**src/rtl/forward_scoreboard.sv**
```systemverilog
// rtl/forward_scoreboard.sv - in-flight result tracker with operand forwarding and load-use stall
module forward_scoreboard #(
  parameter int DATA_W     = 32,
  parameter int REG_AW     = 5,
  parameter int DEPTH      = 2,
  parameter int LOAD_STAGE = 1
) (
  input  logic              clk,
  input  logic              rst_n,
  input  logic              ex_valid,
  input  logic              ex_wen,
  input  logic [REG_AW-1:0] ex_rd,
  input  logic              ex_is_load,
  input  logic [DATA_W-1:0] ex_result,
  input  logic [DATA_W-1:0] mem_data,
  input  logic              flush,
  input  logic [REG_AW-1:0] rs_addr,
  input  logic [REG_AW-1:0] rt_addr,
  input  logic [DATA_W-1:0] rf_data_a,
  input  logic [DATA_W-1:0] rf_data_b,
  output logic [DATA_W-1:0] src_a,
  output logic [DATA_W-1:0] src_b,
  output logic [2:0]        fwd_sel_a,
  output logic [2:0]        fwd_sel_b,
  output logic              stall,
  output logic [15:0]       stall_count
);

  // Entry k is the instruction k cycles past execute; index 1 is the youngest.
  logic              e_valid [1:DEPTH];
  logic [REG_AW-1:0] e_rd    [1:DEPTH];
  logic [DATA_W-1:0] e_data  [1:DEPTH];
  logic              e_ready [1:DEPTH];

  logic haz_a;
  logic haz_b;
  logic ins_valid;

  // A killed, stalled, non-writing or r0-targeting instruction enters as a bubble.
  assign ins_valid = ex_valid & ex_wen & ~flush & ~stall & (ex_rd != '0);

  // Shift the tracker every cycle; a pending load picks up mem_data as it leaves LOAD_STAGE.
  always_ff @(posedge clk or negedge rst_n) begin
    if (!rst_n) begin
      for (int k = 1; k <= DEPTH; k++) begin
        e_valid[k] <= 1'b0;
        e_rd[k]    <= '0;
        e_data[k]  <= '0;
        e_ready[k] <= 1'b0;
      end
    end else begin
      e_valid[1] <= ins_valid;
      e_rd[1]    <= ex_rd;
      e_data[1]  <= ex_result;
      e_ready[1] <= ~ex_is_load;
      for (int k = 2; k <= DEPTH; k++) begin
        e_valid[k] <= e_valid[k-1];
        e_rd[k]    <= e_rd[k-1];
        if ((k - 1 == LOAD_STAGE) && !e_ready[k-1]) begin
          e_data[k]  <= mem_data;
          e_ready[k] <= 1'b1;
        end else begin
          e_data[k]  <= e_data[k-1];
          e_ready[k] <= e_ready[k-1];
        end
      end
    end
  end

  // Scan oldest to youngest so the youngest matching producer is the last one written.
  always_comb begin
    src_a     = rf_data_a;
    src_b     = rf_data_b;
    fwd_sel_a = 3'd0;
    fwd_sel_b = 3'd0;
    haz_a     = 1'b0;
    haz_b     = 1'b0;
    for (int k = DEPTH; k >= 1; k--) begin
      if (e_valid[k] && (e_rd[k] == rs_addr) && (rs_addr != '0)) begin
        fwd_sel_a = 3'(k);
        src_a     = ((k == LOAD_STAGE) && !e_ready[k]) ? mem_data : e_data[k];
        haz_a     = !e_ready[k] && (k < LOAD_STAGE);
      end
      if (e_valid[k] && (e_rd[k] == rt_addr) && (rt_addr != '0)) begin
        fwd_sel_b = 3'(k);
        src_b     = ((k == LOAD_STAGE) && !e_ready[k]) ? mem_data : e_data[k];
        haz_b     = !e_ready[k] && (k < LOAD_STAGE);
      end
    end
    stall = haz_a | haz_b;
  end

  // Count stall cycles, holding at the maximum instead of wrapping.
  always_ff @(posedge clk or negedge rst_n) begin
    if (!rst_n) begin
      stall_count <= 16'd0;
    end else if (stall && (stall_count != 16'hFFFF)) begin
      stall_count <= stall_count + 16'd1;
    end
  end

endmodule

```
**config.mk**
```make
export PLATFORM = sky130hd
export DESIGN_NAME = forward_scoreboard
export DESIGN_NICKNAME = d
export VERILOG_FILES = /design/src/rtl/forward_scoreboard.sv
export SDC_FILE = /design/constraint.sdc
export NUM_CORES = 1
export LEC_CHECK = 0
export ABC_AREA = 0
export BUFFER_PORTS_ARGS = -buffer_cell sky130_fd_sc_hd__clkbuf_2
export CAP_MARGIN = 0
export CORE_MARGIN = 4
export CORE_UTILIZATION = 30
export DETAILED_ROUTE_END_ITERATION = 12
export PLACE_DENSITY = 0.56
export SYNTH_ARGS = -nofsm -noshare
export SYNTH_HDL_FRONTEND = slang
export SYNTH_SLANG_ARGS = --single-unit
```
**constraint.sdc**
```tcl
create_clock -name clk -period 2.2 [get_ports clk]
set_input_delay 0.11 -clock clk [delete_from_list [all_inputs] [get_ports clk]]
set_output_delay 0.11 -clock clk [all_outputs]
set_load 0.1 [all_outputs]
```
==> impl_metrics.json, run 1 <==
{
  "async_flop_share": 1.00,
  "syn_avg_cell_area_sq_um": 8.93,
  "dp_slack_ns": -0.193,
  "regToRegSetupSlack_ns": 0.95,
  "ant_nets": 0,
  "io_pins": 236,
  "clk_pin_slew_ns": 0.07,
  "route.detailed.drc": 0,
  "clk-insertion-delay-late_ns": 0.35,
  "crit_start": "e_rd[0]",
  "r2r_start": "e_ready[1]",
  "slowest_stage": "or4b_4",
  "status": "finished with violations",
  "cp_max_fo": 28,
  "start_util": 0.311,
  "netlist_instances": 511,
  "path_cells": "xor2_1, or4b_4, buf_12, or3_4, a31oi_4, buf_12",
  "powerDensity_mw_per_mm2": 519,
  "grt_pass1_vias": 5750,
  "critPathLaunchType": "register",
  "cts_tree": "built",
  "die_w_um": 131,
  "violations": "negative setup slack",
  "grtUsageTotal": 0.231,
  "post-dp-hpwl_mm": 13.6,
  "core.rowCount": 44,
  "synth-seq-cells": 77,
  "crit_path_end_kind": "output pin",
  "drive_above_1_share": 0.588,
  "layout_setup_ws_ns": -0.360,
  "root_buffer": "clkbuf_16",
  "antenna_found_initial": 2,
  "critPathArrivalTime_ns": 2.45,
  "utilization": 0.635,
  "hold_path.startpoint": "mem_data[18]",
  "synthDistinctLibCells": 28,
  "vias_per_cell": 5.24,
  "wl_per_cell_um": 20.3,
  "routed_wl_mm": 19.7,
  "setup.worst_path.end": "src_b[13]",
  "cpMostUsedCell": "buf_12",
  "rsz0062_at_grt": "yes",
  "grt_max_degree": 41,
  "coreArea_sq_mm": 0.0147,
  "timing_worst_setup_path_type": "register to output pin",
  "max_cap_viol_count": 0,
  "skew_ns": 0.00988,
  "grt-ovfl-total": 0,
  "timing.fmax_mhz": 391,
  "hp-class": "primary input to register",
  "ys.flop_type": "dfrtp_1",
  "cts.path.max_buffers": 2,
  "cts_buffers": 9,
  "drtIter0Drc": 209,
  "slew_headroom": 0.623,
  "gp_congestion": 0.793,
  "slew_violations": 0,
  "tightest_slew_ns": 0.566,
  "timing.final.crit_share": 1.16,
  "grt_first_pass_wirelength_mm": 31.7,
  "ir_drop_mv": 0.443,
  "place.port_buffers": 216,
  "setup_viol": 64,
  "leakage_uw": 0.00379,
  "clock-sinks": 77,
  "worstReg2RegEnd": "e_data[7]",
  "worstPathRequired_ns": 2.09,
  "drt-pass1-iter-count": 4,
  "hold_viol": 0,
  "die_area_sq_mm": 0.0173,
  "finalNetCount": 932,
  "ys_seq_area_frac": 0.422,
  "synth-edff-count": 0,
  "r2r_cells": 2,
  "htreeDepth": 3,
  "period_minus_slack_ns": 2.56,
  "vias": 5099,
  "syn_area_sq_mm": 0.00457,
  "areaGrowthSynthToFinish_pct": 104,
  "worst_path_largest_cell_delay_ns": 0.59,
  "die_h_um": 131,
  "ys.warnings.count": 0
}
-- cells in the final DEF (no fill, tap or decap), types with 4 or more instances in the layout --
cell | netlist | final
a31oi_4 | 0 | 63
buf_12 | 0 | 81
buf_4 | 19 | 36
buf_6 | 3 | 4
clkbuf_16 | 0 | 9
clkbuf_2 | 0 | 147
conb_1 | 1 | 19
dfrtp_1 | 77 | 76
dlygate4sd3_1 | 0 | 41
inv_1 | 33 | 33
mux2_2 | 32 | 32
nand4_1 | 6 | 6
nor3_1 | 68 | 66
o21ai_0 | 43 | 18
o21ai_1 | 20 | 40
o21ai_2 | 0 | 4
or3_4 | 0 | 59
xnor2_1 | 17 | 14
-- worst min-delay path by stage --
stage / cells past startpoint / slack, ns / to
2_1_floorplan: 0 / -0.19 / e_data[0]
3_3_place_gp: 1 / 0.14 / e_data[55]
3_5_place_dp: 1 / 0.14 / e_data[53]
4_1_cts: 2 / 0.02 / e_data[18]
5_1_grt: 2 / 0.02 / e_data[19]
6_report: 2 / 0.03 / e_data[18]
-- cell families after synthesis --
group,synth area share
xor+xnor,0.0384
mux,0.0789
buf+inv,0.110
simple gates,0.179
compound gates,0.171
flops,0.422
other cells,0.000821
-- flip-flops by register name, summed over array words and instances (netlist names) --
name     count
e_ready      1
e_rd        10
e_data      64
e_valid      2
-- critical path, delay by kind of cell, from the launching register on --
kind,cells,cell delay [ns]
flip-flops,1,0.39
XOR/XNOR,1,0.16
AO/OA/AOI/OAI,1,0.21
AND/OR/NAND/NOR,2,0.94
buffers and inverters,2,0.39
-- layout make-up --
class	count	area, sq um
Tap cell	184	230
Clock buffer	10	239
Multi-Input combinational cell	347	3550
Inverter	35	136
Sequential cell	77	1930
Antenna cell	2	5.00
Timing Repair Buffer	313	3200
Fill cell	1167	5360
Clock inverter	6	46.3
-- power breakdown --
group / internal (uW) / switching [uW] / total, uW / leakage, uW
logic: 693 / 1170 / 1870 / 0.00275
registers: 1500 / 35.8 / 1540 / 0.000900
clock network: 803 / 640 / 1440 / 0.000135
total: 3000 / 1850 / 4850 / 0.00379
-- through the flow --
step / hold slack [ns] / cells / setup TNS (ns) / area, sq um / total power (uW)
final: 0.0348 / 974 / -16.65 / 9340 / 4850
after global routing: 0.0234 / 974 / -21.53 / 9340 / 5050
after CTS: 0.0154 / 973 / -17.79 / 9290 / 4910
after detailed placement: 0.140 / 908 / -5.16 / 8140 / 3320
after global placement: 0.137 / 908 / -4.14 / 8140 / 3300
after floorplan: -0.186 / 529 / -8.21 / 5660 / 2660
-- per-layer routing --
| layer | part of all wire | vias to the layer above | GRT usage | wire length, um |
|---|---|---|---|---|
| met5 | 0 | - | 0 | 0 |
| met4 | 0.024 | 0 | 0.0735 | 476 |
| met3 | 0.065 | 27 | 0.0619 | 1270 |
| met2 | 0.50 | 185 | 0.404 | 9930 |
| met1 | 0.41 | 2520 | 0.277 | 8060 |
| li1 | - | 2367 | - | - |
-- cells in the mapped netlist, types with 12 or more instances --
| cell type | count | area share |
|---|---|---|
| a31oi_1 | 63 | 0.086 |
| buf_2 | 12 | 0.013 |
| buf_4 | 19 | 0.031 |
| clkbuf_1 | 36 | 0.030 |
| dfrtp_1 | 77 | 0.42 |
| inv_1 | 33 | 0.027 |
| mux2_2 | 32 | 0.079 |
| nor3_1 | 68 | 0.075 |
| o21ai_0 | 43 | 0.047 |
| o21ai_1 | 20 | 0.022 |
| or3_1 | 61 | 0.084 |
| xnor2_1 | 17 | 0.033 |
-- what timing repair did --
item                                    in CTS  in global routing
endpoints found under the setup margin      65                 66
gates resized for setup                     80                 14
endpoints found under the hold margin       76                  0
gates cloned                                 5                  0
buffers inserted                             4                  0
hold buffers                                41                  0
pin swaps                                   35                  4
(Power assumes the default switching activity.)
==> inputs of run 2 (changes only) <==
Settings changed: SKIP_CTS_REPAIR_TIMING set to 1.
==> impl_metrics.json, run 2 (synthesized netlist as in run 1, its figures left out) <==
{
  "grt-ovfl-total": 0,
  "antenna_found_initial": 1,
  "hp-class": "primary input to register",
  "grt_pass1_vias": 5366,
  "dpl.cell_count": 908,
  "violations": "negative setup slack",
  "largest_reg_flops": 64,
  "wl_per_cell_um": 20.8,
  "reg.largest.list": "e_data: 64 flops, e_rd: 10 flops, e_valid: 2 flops",
  "timing.final.crit_share": 1.17,
  "core.rowCount": 44,
  "timing.fmax_mhz": 389,
  "dpl_cell_area_sq_mm": 0.00814,
  "root_buffer": "clkbuf_16",
  "areaGrowthSynthToFinish_pct": 109,
  "tightest_slew_ns": 0.576,
  "cts_tree": "built",
  "status": "finished with violations",
  "start_util": 0.311,
  "rsz0062_at_grt": "yes",
  "slew_violations": 0,
  "period_minus_slack_ns": 2.57,
  "hold_viol": 0,
  "final_area_sq_mm": 0.00953,
  "skew_ns": 0.00954,
  "clock-sinks": 77,
  "setup_viol": 65,
  "crit_path_end_kind": "output pin",
  "ir_drop_mv": 0.446,
  "drtIter0Drc": 252,
  "htreeDepth": 3,
  "grtUsageTotal": 0.212,
  "clk-insertion-delay-late_ns": 0.35,
  "fillerInstances": 1155,
  "cp_max_fo": 29,
  "critPathArrivalTime_ns": 2.46,
  "drive_above_1_share": 0.601,
  "gp_congestion": 0.793,
  "vias": 5225,
  "die_area_sq_mm": 0.0173,
  "max_cap_viol_count": 0,
  "grt_max_degree": 41,
  "timing_worst_setup_path_type": "register to output pin",
  "powerDensity_mw_per_mm2": 517,
  "grt_first_pass_wirelength_mm": 29.3,
  "cts_buffers": 9,
  "route.detailed.drc": 0,
  "instances_no_fill": 984,
  "vias_per_cell": 5.31,
  "place.port_buffers": 216,
  "ant_nets": 0,
  "clk_pin_slew_ns": 0.07,
  "coreArea_sq_mm": 0.0147,
  "leakage_uw": 0.00389,
  "finalNetCount": 943,
  "layout_commonest_cell": "clkbuf_2",
  "die_w_um": 131,
  "io_pins": 236,
  "die_h_um": 131,
  "worstPathRequired_ns": 2.09,
  "utilization": 0.648,
  "cts.path.max_buffers": 2,
  "layout_setup_ws_ns": -0.372,
  "post-dp-hpwl_mm": 13.6,
  "routed_wl_mm": 20.5,
  "top_register": "e_data",
  "critPathLaunchType": "register",
  "drt-pass1-iter-count": 4,
  "slew_headroom": 0.616,
  "layout_common_cells": "clkbuf_2, buf_12, dfrtp_1, nor3_1, a31oi_4"
}
==> run 2: changes by cell type in the layout (fill, tap and decap cells not counted), sizes merged <==
cell / before / now
diode: 2 / 1
buf: 124 / 127
bufbuf: 1 / 0
clkbuf: 157 / 166
==> run 2: critical path: stages (launching register included) <==
cell and delay (ns):
dfrtp_1 0.39, xor2_1 0.17, or4b_4 0.60, buf_12 0.19, or3_4 0.35, a31oi_4 0.21, buf_12 0.20
==> run 2: worst paths after layout <==
path	startpoint	endpoint	slack [ns]	cells after the start
max	e_rd[0]	src_b[21]	-0.37	6
min	mem_data[18]	e_data[18]	0.03	2
max reg2reg	e_ready[1]	e_data[7]	0.95	2
min reg2reg	e_rd[7]	e_rd[2]	0.45	0
max in group asynchronous	rst_n	e_data[36]	1.27	3
min in group asynchronous	rst_n	e_data[53]	0.29	2
==> run 2: final cells by class <==
class,instances,area [sq um],share of cell area
Multi-Input combinational cell,347,3580,0.376
Timing Repair Buffer,324,3370,0.353
Sequential cell,77,1930,0.202
Clock buffer,10,239,0.0251
Tap cell,184,230,0.0242
Inverter,35,136,0.0143
Clock inverter,6,46.3,0.00486
Antenna cell,1,2.50,0.000263
==> run 2: power breakdown <==
part,total [uW],leakage [uW],internal [uW],switching [uW]
clock,1440,0.000135,803,641
sequential,1540,0.000900,1500,36.3
combinational,1940,0.00285,738,1200
==> run 2: through the flow <==
stage               TNS [ns]  power, uW  hold WS [ns]  setup slack (ns)
floorplan              -8.21       2660        -0.186            -0.277
global placement       -4.14       3300         0.137            -0.162
detailed placement     -5.16       3320         0.140            -0.193
CTS                   -26.28       4800        -0.243            -0.589
global route          -18.20       5120        0.0261            -0.454
finish                -13.40       4920        0.0342            -0.372
==> run 2: per-layer routing <==
| layer | wire length (um) | GRT usage | vias to the layer above |
|---|---|---|---|
| li1 | - | - | 2394 |
| met1 | 8250 | 0.254 | 2584 |
| met2 | 10300 | 0.373 | 212 |
| met3 | 1500 | 0.0604 | 35 |
| met4 | 413 | 0.0607 | 0 |
| met5 | 0 | 0 | - |
